$ cat config.mk
export PLATFORM = sky130hd
export DESIGN_NAME = ex_issue_sched
export DESIGN_NICKNAME = d
export VERILOG_FILES = /design/src/rtl/ex_issue_sched.sv
export SDC_FILE = /design/constraint.sdc
export NUM_CORES = 1
export LEC_CHECK = 0
export CAP_MARGIN = 20
export CORE_MARGIN = 2
export CORE_UTILIZATION = 46
export DETAILED_ROUTE_END_ITERATION = 12
export PLACE_DENSITY = 0.81
export RECOVER_POWER = 50
export SLEW_MARGIN = 20
export SYNTH_ARGS = -nofsm -noshare
export SYNTH_HDL_FRONTEND = slang
export SYNTH_SLANG_ARGS = --single-unit
$ cat constraint.sdc
create_clock -name clock -period 5.74 [get_ports clock]
set_input_delay 1.148 -clock clock [delete_from_list [all_inputs] [get_ports clock]]
set_output_delay 1.148 -clock clock [all_outputs]
set_load 0.005 [all_outputs]
$ cat src/rtl/ex_issue_sched.sv
// ex_issue_sched: in-order dual-lane issue scheduler feeding the dual-ALU
// execute stage. Decoded ops are buffered in a DEPTH-entry circular queue;
// each cycle the oldest op goes to lane 0 and, when no hazard blocks it, the
// next-oldest goes to lane 1.
//
// Ports:
//   clock, reset               sole clock; synchronous active-high reset
//   io_flush                   drop every queued op (takes effect next cycle)
//   io_enq_valid/ready         decode handshake
//   io_enq_bits_*              op payload (rs1, rs2, imm, op, isMem, memOp, rd, rdWen)
//   io_issue_out_{0,1}_*       lane payloads, combinational from queue entries
//   io_valid_out_{0,1}         lane carries a valid op
//   io_lane_ready_in_{0,1}     lane ALU can accept
//   io_count                   occupied entries
//   io_dual_cnt                cycles in which both lanes fired
module ex_issue_sched #(
  parameter int unsigned DEPTH = 4,
  parameter int unsigned XLEN  = 32
) (
  input  logic                     clock,
  input  logic                     reset,
  input  logic                     io_flush,
  input  logic                     io_enq_valid,
  output logic                     io_enq_ready,
  input  logic [XLEN-1:0]          io_enq_bits_rs1,
  input  logic [XLEN-1:0]          io_enq_bits_rs2,
  input  logic [XLEN-1:0]          io_enq_bits_imm,
  input  logic [3:0]               io_enq_bits_op,
  input  logic                     io_enq_bits_isMem,
  input  logic [1:0]               io_enq_bits_memOp,
  input  logic [4:0]               io_enq_bits_rd,
  input  logic                     io_enq_bits_rdWen,
  output logic [XLEN-1:0]          io_issue_out_0_rs1,
  output logic [XLEN-1:0]          io_issue_out_0_rs2,
  output logic [XLEN-1:0]          io_issue_out_0_imm,
  output logic [3:0]               io_issue_out_0_op,
  output logic                     io_issue_out_0_isMem,
  output logic [1:0]               io_issue_out_0_memOp,
  output logic [4:0]               io_issue_out_0_rd,
  output logic                     io_issue_out_0_rdWen,
  output logic [XLEN-1:0]          io_issue_out_1_rs1,
  output logic [XLEN-1:0]          io_issue_out_1_rs2,
  output logic [XLEN-1:0]          io_issue_out_1_imm,
  output logic [3:0]               io_issue_out_1_op,
  output logic                     io_issue_out_1_isMem,
  output logic [1:0]               io_issue_out_1_memOp,
  output logic [4:0]               io_issue_out_1_rd,
  output logic                     io_issue_out_1_rdWen,
  output logic                     io_valid_out_0,
  output logic                     io_valid_out_1,
  input  logic                     io_lane_ready_in_0,
  input  logic                     io_lane_ready_in_1,
  output logic [$clog2(DEPTH):0]   io_count,
  output logic [31:0]              io_dual_cnt
);

  localparam int unsigned AW = $clog2(DEPTH);
  localparam int unsigned CW = AW + 1;

  typedef struct packed {
    logic [XLEN-1:0] rs1;
    logic [XLEN-1:0] rs2;
    logic [XLEN-1:0] imm;
    logic [3:0]      op;
    logic            is_mem;
    logic [1:0]      mem_op;
    logic [4:0]      rd;
    logic            rd_wen;
  } entry_t;

  entry_t        entries_q [DEPTH];
  logic [AW-1:0] head_q;
  logic [AW-1:0] tail_q;
  logic [CW-1:0] count_q;
  logic [31:0]   dual_cnt_q;

  entry_t        enq_entry;
  entry_t        lane0;
  entry_t        lane1;
  logic [AW-1:0] head_nxt1;
  logic          hazard;
  logic          enq_fire;
  logic          fire0;
  logic          fire1;
  logic [1:0]    deq;

  assign enq_entry = '{rs1: io_enq_bits_rs1, rs2: io_enq_bits_rs2,
                       imm: io_enq_bits_imm, op: io_enq_bits_op,
                       is_mem: io_enq_bits_isMem, mem_op: io_enq_bits_memOp,
                       rd: io_enq_bits_rd, rd_wen: io_enq_bits_rdWen};

  // Oldest two entries are presented to the lanes regardless of validity.
  assign head_nxt1 = head_q + AW'(1);
  assign lane0     = entries_q[head_q];
  assign lane1     = entries_q[head_nxt1];

  // Lane 1 must not share the memory port or race lane 0 on the same rd.
  assign hazard = (lane0.is_mem & lane1.is_mem) |
                  (lane0.rd_wen & lane1.rd_wen & (lane0.rd == lane1.rd) &
                   (lane0.rd != 5'd0));

  // Handshakes use the registered count only; a slot freed this cycle is not reusable yet.
  assign io_enq_ready   = !reset && !io_flush && (count_q < CW'(DEPTH));
  assign io_valid_out_0 = !reset && !io_flush && (count_q >= CW'(1));
  // Requiring lane 0 ready keeps lane 1 from ever firing ahead of lane 0.
  assign io_valid_out_1 = !reset && !io_flush && (count_q >= CW'(2)) &&
                          !hazard && io_lane_ready_in_0;

  assign enq_fire = io_enq_valid & io_enq_ready;
  assign fire0    = io_valid_out_0 & io_lane_ready_in_0;
  assign fire1    = io_valid_out_1 & io_lane_ready_in_1;
  assign deq      = {1'b0, fire0} + {1'b0, fire1};

  // Queue pointers, occupancy and dual-issue statistic.
  always_ff @(posedge clock) begin
    if (reset) begin
      head_q     <= '0;
      tail_q     <= '0;
      count_q    <= '0;
      dual_cnt_q <= '0;
    end else if (io_flush) begin
      head_q  <= '0;
      tail_q  <= '0;
      count_q <= '0;
    end else begin
      if (enq_fire) begin
        tail_q <= tail_q + AW'(1);
      end
      head_q  <= head_q + AW'(deq);
      count_q <= count_q + CW'(enq_fire) - CW'(deq);
      if (fire0 && fire1) begin
        dual_cnt_q <= dual_cnt_q + 32'd1;
      end
    end
  end

  // Entry payload storage; contents are never reset.
  always_ff @(posedge clock) begin
    if (enq_fire) begin
      entries_q[tail_q] <= enq_entry;
    end
  end

  assign io_issue_out_0_rs1   = lane0.rs1;
  assign io_issue_out_0_rs2   = lane0.rs2;
  assign io_issue_out_0_imm   = lane0.imm;
  assign io_issue_out_0_op    = lane0.op;
  assign io_issue_out_0_isMem = lane0.is_mem;
  assign io_issue_out_0_memOp = lane0.mem_op;
  assign io_issue_out_0_rd    = lane0.rd;
  assign io_issue_out_0_rdWen = lane0.rd_wen;
  assign io_issue_out_1_rs1   = lane1.rs1;
  assign io_issue_out_1_rs2   = lane1.rs2;
  assign io_issue_out_1_imm   = lane1.imm;
  assign io_issue_out_1_op    = lane1.op;
  assign io_issue_out_1_isMem = lane1.is_mem;
  assign io_issue_out_1_memOp = lane1.mem_op;
  assign io_issue_out_1_rd    = lane1.rd;
  assign io_issue_out_1_rdWen = lane1.rd_wen;
  assign io_count             = count_q;
  assign io_dual_cnt          = dual_cnt_q;

endmodule
==> impl_results.md, run 1 <==
- Top FF cell, synth: edfxtp_1
- Hold Vio Cnt, Final: 0
- Syn-to-layout area delta: 29.7%
- Rows: 77
- Pin count of the biggest net entering global routing: 110
- IO buf count: 370
- Worst min path class: reg -> reg
- CP Launch Point: reset
- TritonCTS clock tree: done
- Yosys reg bits: 475
- TritonCTS Sinks: roughly 480
- Post-layout util: around three fifths
- Cell mode on critical path: nor2_1
- Post-DP Area: about 25000 µm²
- HP Start: io_dual_cnt[31]
- Clock share of power: a little under half
- Dominant cells by area after synthesis: edfxtp_1 64%, mux4_2 24%, dfxtp_1 3.8%
- P_sw: 1.42 mW
- Data arrival, critical path: ~3.9 ns
- Synth Instances: 966
- P_int: 6.01 mW
- Worst Tran Pin Value: 1.93 ns
- CTS Root Cell: clkbuf_16
- Hold WS: 0.504 ns
- Initial antenna violation count: 9
- Fmax: roughly 0.20 GHz
- Critical Path End Type: primary output
- Setup TNS: 0 ns
- Wire per inst: 23.0 µm
- Htree depth: 2
- Drt initial violations: 790
- Final Wtd Congestion: 0.801
- Unique cell type count in the Yosys netlist: 46
- DIE AREA: 46200 µm²
- Critical Path RT: between 4 and 5 ns
- DRC: 0
- Vias in the first global route: 11900
- Core footprint: 44000 µm²
- Post-synth top area share: 63.9%
- Synth Net Count: ~1100
- Setup slack after layout: 0.713 ns
- Clock period minus worst slack: 5.03 ns
- Die Ht: 215 µm
- Area of the mapped netlist: 20500 µm²
- Max Cap Viol: 4
- Detailed Route WL: 45500 µm
- Chip Width: approximately 210 µm
- Yosys warns: 0
- Number of synthesized flops with an enable pin: 436
- Resized cells post-CTS: 0
- Worst skew pair latency: 0.59 ns
- Outcome: finished, violations left
- Post-CTS setup buffers: 0
- Reg area: 13900 µm²
- CTS buffer count: 51
- Crit path kind: in -> out
- Finished Layout Cells: slightly below 2000
- Part of the power in combinational logic: 3.0%
- Number of hold buffers added after CTS: 0
- Vias: approximately 11000
- CP max stage delay: 1.09 ns
- Nets@finish: 1473
- Power per cell area: 280 nW/µm²
- R2R Path Start: head_q[0]
- Fillers: 3127
- Leakage power: 8.35 nW
- 1st-pass router iterations: 6
- Tot GR Track Use: 19.8%
- CP Max Fanout: 34
- Seq pwr share: 51.5%
- Rel. slew slack: -28.4%
- Synth area leader: edfxtp_1
- Final Skew: 0.0151 ns
- Fin. max-slew vios: 364
- Mean Syn Cell Area: 21.2 µm²
- Finish-stage setup viols: 0
- Failing checks: max-capacitance violations, max-slew violations
- Multi-input logic area: between 6000 and 7000 µm²
- Fin crit share: 87.6%
- Share of cells above drive strength 1: approximately 23%
- ANT nets after route: 0
- RSZ-0062 raised after global routing: no
- Initial Util: between 40 and 50%
- Fraction of registers with async set/reset: 0%
- Sw frac: 19.1%
- Reg clk slew, reported paths: approximately 0.060 ns
- Power Total: about 7.4 mW
- Seq/Total Area, Yosys: between 60% and 70%
- DP Cell Count: between 1500 and 2000
- Critical Path, Cell by Cell: dlygate4sd3_1, clkbuf_1, nor2_1, o2111ai_1, nor2_1, clkdlybuf4s50_1
- CP Launch Type: primary input
- CTS max path bufs: 3
- Worst vdd ir: 0.266 mV
- Setup Slack @ Placement: 1.45 ns
- # IOs: 371
- Gr ovfl total: 0
- First-pass GRT wire length: roughly 70000 µm
- Via density: 5.69
- HPWL after DPL: roughly 29000 µm
- Final instance area: between 20000 and 30000 µm²
- Slowest-stage cell, CP: clkbuf_1
## routing by layer
metal,global-route usage (%),wire length (µm)
met2,32.5,22400
met5,0,57
met3,6.75,4240
met1,24.8,17600
met4,6.44,1160
## cells by family (layout without fill, tap and decap cells)
group	after synthesis	count (layout)	synth area share, %
fa+ha+maj	11	11	0.709
simple gates	119	119	3.14
buf+inv	69	490	1.62
other cells	0	4	0
compound gates	31	31	0.892
flops	475	475	67.8
xor+xnor	42	42	1.80
mux	219	219	24.1
## cell usage after synthesis (2+ instances only)
| cell | instances |
|---|---|
| edfxtp_1 | 436 |
| mux4_2 | 215 |
| buf_2 | 46 |
| dfxtp_1 | 39 |
| nor2_1 | 36 |
| xnor2_1 | 24 |
| nand2_1 | 18 |
| xor2_1 | 18 |
| inv_1 | 12 |
| a21oi_1 | 11 |
| o21ai_0 | 11 |
| and3_1 | 10 |
| ha_1 | 10 |
| or3_1 | 8 |
| and2_1 | 7 |
| clkbuf_1 | 7 |
| nand4_1 | 7 |
| nor3_1 | 7 |
| nand3_1 | 6 |
| and4_1 | 4 |
| mux4_1 | 3 |
| a31oi_1 | 2 |
| and4_4 | 2 |
| nand2b_1 | 2 |
| nand4_2 | 2 |
| nor2b_1 | 2 |
| nor4_1 | 2 |
## state kept, by name (all words and copies together) (netlist names)
| signal | count |
|---|---|
| tail_q | 2 |
| io_dual_cnt | 32 |
| head_q | 2 |
| io_count | 3 |
| entries_q | 436 |
## worst paths after layout
path	slack, ns	depth (start not counted)	end
setup / recovery	0.71	6	io_valid_out_1
hold / removal	0.50	2	io_dual_cnt[31]
setup reg to reg	1.66	12	io_dual_cnt[26]
hold reg to reg	0.50	2	io_dual_cnt[31]
## layout by cell type (no fill, tap or decap), drive strengths merged, types with 2 or more instances in the layout
cell type,count
a21oi,11
a31oi,2
and2,7
and3,10
and4,6
buf,11
bufinv,9
clkbuf,62
clkdlybuf4s50,225
clkinv,20
clkinvlp,3
dfxtp,39
diode,4
dlygate4sd3,145
edfxtp,436
ha,10
inv,15
mux4,218
nand2,18
nand2b,2
nand3,6
nand4,9
nor2,36
nor2b,2
nor3,7
nor3b,2
nor4,2
o21ai,11
or2,2
or3,8
xnor2,24
xor2,18
## worst max-delay path, delay by kind of cell
| kind | cells | cell delay [ns] |
|---|---|---|
| AND/OR/NAND/NOR | 2 | 0.33 |
| AO/OA/AOI/OAI | 1 | 0.27 |
| buffers and inverters | 3 | 2.13 |
## area by class of cell
type | instances | area share, %
antenna | 4 | 0.0377
clock buffer | 58 | 5.02
clock inverter | 35 | 1.59
inverter | 12 | 0.170
multi-input combinational | 422 | 23.6
sequential | 475 | 52.3
tap | 592 | 2.79
timing repair buffer | 385 | 14.5
## power by group through the flow
stage	Sequential, mW	Clock [mW]	Combinational, mW
after floorplan	3.89	0	0.0565
after global placement	3.89	0	0.233
after detailed placement	3.89	0	0.241
after CTS	3.82	3.46	0.242
after global routing	3.82	3.59	0.239
final	3.82	3.38	0.223
(Power assumes the default switching activity.)
==> run 2: changes to the inputs <==
Settings changed: REMOVE_ABC_BUFFERS set to 1, TNS_END_PERCENT set to 1.
==> run 2 against run 1 <==
Net effect: the flow still finishes with violations (max-capacitance violations, max-slew violations); critical path depth is the same; power shrank 3.1%; sequential power is essentially flat; largest cell class unchanged; clock power shrank 6.8%.
==> impl_results.md, run 2 (synthesis gave the netlist of run 1 again) <==
- Worst min path class: reg -> reg
- Hold Crit Endpoint: io_dual_cnt[31]
- Final Wtd Congestion: 0.797 (-0.45%)
- Post-CTS setup buffers: 0 (unchanged)
- Hold Vio Cnt, Final: 0 (unchanged)
- Rows: 77 (unchanged)
- Initial antenna violation count: 11 (+2)
- Vias in the first global route: 11600 (-2.1%)
- Max reg flops: 436 (unchanged)
- Clock period minus worst slack: 4.85 ns (-0.181 ns)
- Worst reg-to-reg setup slack: 1.74 ns (+0.08 ns)
- Detailed Route WL: 45500 µm (about the same)
- CTS max path bufs: 3 (unchanged)
- R2R Path Start: head_q[0]
- Top Layer Used: met5
- Leakage power: 8.28 nW (-0.85%)
- Wire per inst: 23.0 µm (+0.11%)
- Met2 wire length: 23100 µm (+3.1%)
- ANT nets after route: 0 (unchanged)
- Fillers: 3140 (+0.42%)
- Chip Width: 215 µm (unchanged)
- CP Launch Type: primary input
- IO buf count: 370 (unchanged)
- Worst skew pair latency: 0.59 ns (about the same)
- Failing checks: max-capacitance violations, max-slew violations
- Reg clk slew, reported paths: 0.06 ns (about the same)
- HPWL after DPL: 29200 µm (+1.5%)
- Initial Util: 46.5% (unchanged)
- Vias: 11300 (+0.053%)
- Outcome: finished, violations left
- Pin count of the biggest net entering global routing: 120 (+9.1%)
- Critical Path End Type: register
- # IOs: 371 (unchanged)
- Worst R2R Path Depth: 12 (unchanged)
- Nets@finish: 1470 (-0.20%)
- Via density: 5.70 (+0.20%)
- Power Total: 7.20 mW (-3.1%)
- Core footprint: 44000 µm² (unchanged)
- Drt initial violations: 977 (+24%)
- Tot GR Track Use: 19.6% (-0.17 points)
- Worst Tran Pin Value: 1.91 ns (-0.0160 ns)
- Power per cell area: 272 nW/µm² (-2.7%)
- TritonCTS clock tree: done
- CTS buffer count: 48 (-5.9%)
- Post-DP Area: 24900 µm² (+0.10%)
- CTS Root Cell: clkbuf_16
- Wl on met1: 17000 µm (-3.8%)
- CP Max Fanout: 58 (+71%)
- DIE AREA: 46200 µm² (unchanged)
- First-pass GRT wire length: 69500 µm (-0.95%)
- Fmax: 0.206 GHz (+3.7%)
- 1st-pass router iterations: 5 (-1)
- Final Skew: 0.0193 ns (+0.00416 ns)
- Syn-to-layout area delta: 29.1%
- Commonest non-fill, non-tap cell in the layout: edfxtp_1
- Leading cell types in the layout, fill and taps excluded: 436 x edfxtp_1, 225 x clkdlybuf4s50_1, 215 x mux4_2
- Number of hold buffers added after CTS: 0 (unchanged)
- Fin. max-slew vios: 110 (-70%)
- Worst vdd ir: 0.297 mV (+12%)
- DRC: 0 (unchanged)
- Data arrival, critical path: 5.05 ns (+1.17 ns)
- WL met3: 4280 µm (+0.85%)
- Rel. slew slack: -27.3% (+1.1 points)
- TritonCTS Sinks: 475 (unchanged)
- Finish-stage setup viols: 0 (unchanged)
- Share of cells above drive strength 1: 22.6% (-0.66 points)
- Htree depth: 2 (unchanged)
- HP Start: io_dual_cnt[31]
- RR Endpoint: io_dual_cnt[30]
- Reg with most FFs: entries_q
- Crit path kind: in -> reg
- Die Ht: 215 µm (unchanged)
- Hold path depth: 2 (unchanged)
- RSZ-0062 raised after global routing: no
- Gr ovfl total: 0 (unchanged)
- Final instance area: 26400 µm² (-0.42%)
- Resized cells post-CTS: 0 (unchanged)
- Fin crit share: 84.4% (-3.1 points)
- Critical Path RT: 5.94 ns (+1.35 ns)
- Max Cap Viol: 1 (-3)
==> run 2: power by group <==
group          switching (mW)  internal [mW]
registers              0.0140           3.81
clock network            1.28           1.87
logic                  0.0954          0.128
==> run 2: cell type report <==
class	count	area (µm²)	share of cell area [%]
diodes	5	12.5	0.0473
clock buffers	66	1300	4.93
clock inverters	23	303	1.15
inverters	12	45.0	0.170
multi-input cells	422	6280	23.7
flip-flops and latches	475	13900	52.5
well taps	592	741	2.80
repair buffers	385	3870	14.7
==> run 2: metal layers <==
layer	up-vias	global-route usage (%)
li1	4885	-
met1	5858	24.2
met2	442	32.6
met3	88	7.19
met4	8	5.63
met5	-	0
==> run 2: critical path, stage by stage <==
cell and delay, ns:
dlygate4sd3_1 0.53, clkbuf_1 0.55, or2_2 0.57, nor2_1 0.26
and3_1 0.93, clkbuf_4 0.98
==> run 2: worst max-delay path by stage <==
stage,start,endpoint,slack (ns)
floorplan,head_q[1],io_count[2],-6.43
global placement,reset,io_enq_ready,1.60
detailed placement,reset,io_enq_ready,1.56
CTS,head_q[0],io_valid_out_1,1.18
global route,reset,entries_q[2][93],0.60
finish,reset,entries_q[2][82],0.89
==> run 2: per-stage QoR <==
| stage | cells | TNS (ns) | util [%] | hold slack, ns | setup slack (ns) |
|---|---|---|---|---|---|
| 2_1_floorplan | 909 | -1328.68 | - | 0.468 | -6.43 |
| 4_1_cts | 1975 | 0 | 60.1 | 0.500 | 1.18 |
| 3_5_place_dp | 1886 | 0 | 56.5 | 0.490 | 1.56 |
| 3_3_place_gp | 1886 | 0 | 56.5 | 0.469 | 1.60 |
| 5_1_grt | 1978 | 0 | 60.0 | 0.530 | 0.598 |
| 6_report | 1980 | 0 | 60.0 | 0.499 | 0.893 |
==> run 3: changes to the inputs <==
Settings changed: PLACE_DENSITY 0.81 to 0.84.
Clock period 5.74 ns to 4.4 ns, I/O delays scaled along.
==> run 3 against run 2 <==
Net effect: the flow still finishes with violations (max-capacitance violations, max-slew violations); non-clock buffer count grew 2; hold slack lost 0.0051 ns; count of clock-buffer cells in the layout shrank 6; clock skew grew 0.0010 ns; core utilization shrank 0.14 points; first-iteration DRC count grew 2.7%; combinational power grew 30%; global-route usage shrank 0.34 points; register-to-register slack lost 1.1 ns.
==> impl_results.md, run 3 (synthesis gave the netlist of run 1 again) <==
- Finish-stage setup viols: 0 (unchanged)
- Crit path kind: reg -> out
- Fillers: 3106 (-1.1%)
- Hold WS: 0.494 ns (-0.00513 ns)
- First-pass GRT wire length: 68700 µm (-1.1%)
- Leakage power: 8.15 nW (-1.6%)
- CTS Root Cell: clkbuf_16
- TritonCTS Sinks: 475 (unchanged)
- Via density: 5.74 (+0.81%)
- CTS max path bufs: 3 (unchanged)
- IO buf count: 370 (unchanged)
- Worst Tran Pin Value: 1.91 ns (+0.00148 ns)
- Critical Path End Type: primary output
- Htree depth: 2 (unchanged)
- DRC: 0 (unchanged)
- Rel. slew slack: -27.4% (-0.099 points)
- DIE AREA: 46200 µm² (unchanged)
- Critical Path RT: 3.52 ns (-2.42 ns)
- Met2 wire length: 22600 µm (-2.4%)
- Initial Util: 46.5% (unchanged)
- Core footprint: 44000 µm² (unchanged)
- Final Wtd Congestion: 0.818 (+2.7%)
- Die Ht: 215 µm (unchanged)
- Fin. max-slew vios: 241 (+120%)
- Outcome: finished, violations left
- Fmax: between 0.2 and 0.25 GHz
- Wire per inst: 22.8 µm (-0.82%)
- Reg clk slew, reported paths: 0.06 ns (about the same)
- Post-DP Area: 24900 µm² (+0.31%)
- Detailed Route WL: 45200 µm (-0.62%)
- Commonest non-fill, non-tap cell in the layout: edfxtp_1
- Top Layer Used: met5
- Number of hold buffers added after CTS: 0 (unchanged)
- Leading cell types in the layout, fill and taps excluded: 436 x edfxtp_1, 250 x clkdlybuf4s50_1, 215 x mux4_2
- Worst skew pair latency: 0.59 ns (about the same)
- Final instance area: 26400 µm² (-0.23%)
- Pin count of the biggest net entering global routing: 125 (+4.2%)
- Vias in the first global route: 11700 (+0.39%)
- Power Total: 9.15 mW (+27%)
- Reg with most FFs: entries_q
- HPWL after DPL: 29700 µm (+1.8%)
- Worst min path class: reg -> reg
- 1st-pass router iterations: 5 (unchanged)
- Nets@finish: 1472 (+0.14%)
- Worst vdd ir: 0.323 mV (+8.8%)
- Share of cells above drive strength 1: 22.5% (-0.089 points)
- WL met3: 3980 µm (-6.8%)
- Hold Vio Cnt, Final: 0 (unchanged)
- Max reg flops: 436 (unchanged)
- Data arrival, critical path: 3.28 ns (-1.77 ns)
- Vias: 11400 (+1.0%)
- Wl on met1: 17200 µm (+1.3%)
- Max Cap Viol: 4 (+3)
- Power per cell area: 347 nW/µm² (+27%)
- Tot GR Track Use: 19.2% (-0.34 points)
- Rows: 77 (unchanged)
- Final Skew: 0.0203 ns (+0.00102 ns)
- Fin crit share: 94.6%
- Drt initial violations: 1003 (+2.7%)
- RSZ-0062 raised after global routing: no
- CP Max Fanout: 60 (+3.4%)
- Syn-to-layout area delta: 28.8%
- Initial antenna violation count: 15 (+4)
- Post-CTS setup buffers: 0 (unchanged)
- Chip Width: 215 µm (unchanged)
- Gr ovfl total: 0 (unchanged)
- CP Launch Type: register
- TritonCTS clock tree: done
- ANT nets after route: 0 (unchanged)
- Failing checks: max-capacitance violations, max-slew violations
- Clock period minus worst slack: around 4.2 ns
- CTS buffer count: 48 (unchanged)
- # IOs: 371 (unchanged)
-- run 3: per-stage QoR --
stage	setup TNS (ns)	std cells	worst slack (ns)	utilization, %
6_report	0	1984	0.236	59.9
5_1_grt	0	1983	0.0105	59.9
4_1_cts	0	1976	0.117	60.1
3_5_place_dp	0	1888	0.607	56.6
3_3_place_gp	0	1888	0.743	56.6
2_1_floorplan	-1672.65	909	-7.77	-
-- run 3: power breakdown --
group / switching (mW) / internal [mW] / leakage, nW
clock: 1.67 / 2.20 / 0.713
combinational: 0.125 / 0.165 / 3.18
sequential: 0.0183 / 4.97 / 4.25
-- run 3: worst paths after layout --
kind                   start                     end  slack (ns)  cells past startpoint
max                head_q[1]  io_issue_out_1_imm[19]        0.24                      4
min          io_dual_cnt[31]         io_dual_cnt[31]        0.49                      2
max reg2reg        head_q[0]         io_dual_cnt[25]        0.62                     12
min reg2reg  io_dual_cnt[31]         io_dual_cnt[31]        0.49                      2
-- run 3: layout make-up --
cell class	instances	area, µm²	area share [%]
flip-flops and latches	475	13900	52.6
inverters	12	45.0	0.171
multi-input cells	422	6270	23.8
well taps	592	741	2.81
repair buffers	387	3910	14.8
clock inverters	28	263	0.996
diodes	8	20.0	0.0759
clock buffers	60	1250	4.72
-- run 3: timing repair --
action | 4_1_cts | 5_1_grt
endpoints found under the setup margin | 0 | 7
resized for setup | 0 | 1
endpoints found under the hold margin | 0 | 0
-- run 3: per-layer routing --
| layer | global-route usage [%] | vias to the layer above |
|---|---|---|
| li1 | - | 4894 |
| met1 | 23.7 | 5937 |
| met2 | 31.9 | 465 |
| met3 | 6.26 | 91 |
| met4 | 7.43 | 8 |
| met5 | 0 | - |
-- run 3: critical path, cell delays in order (launching register included) --
cell and delay, ns:
dfxtp_4 0.67, buf_12 0.38, buf_12 0.44, mux4_2 0.57, clkdlybuf4s50_1 0.54
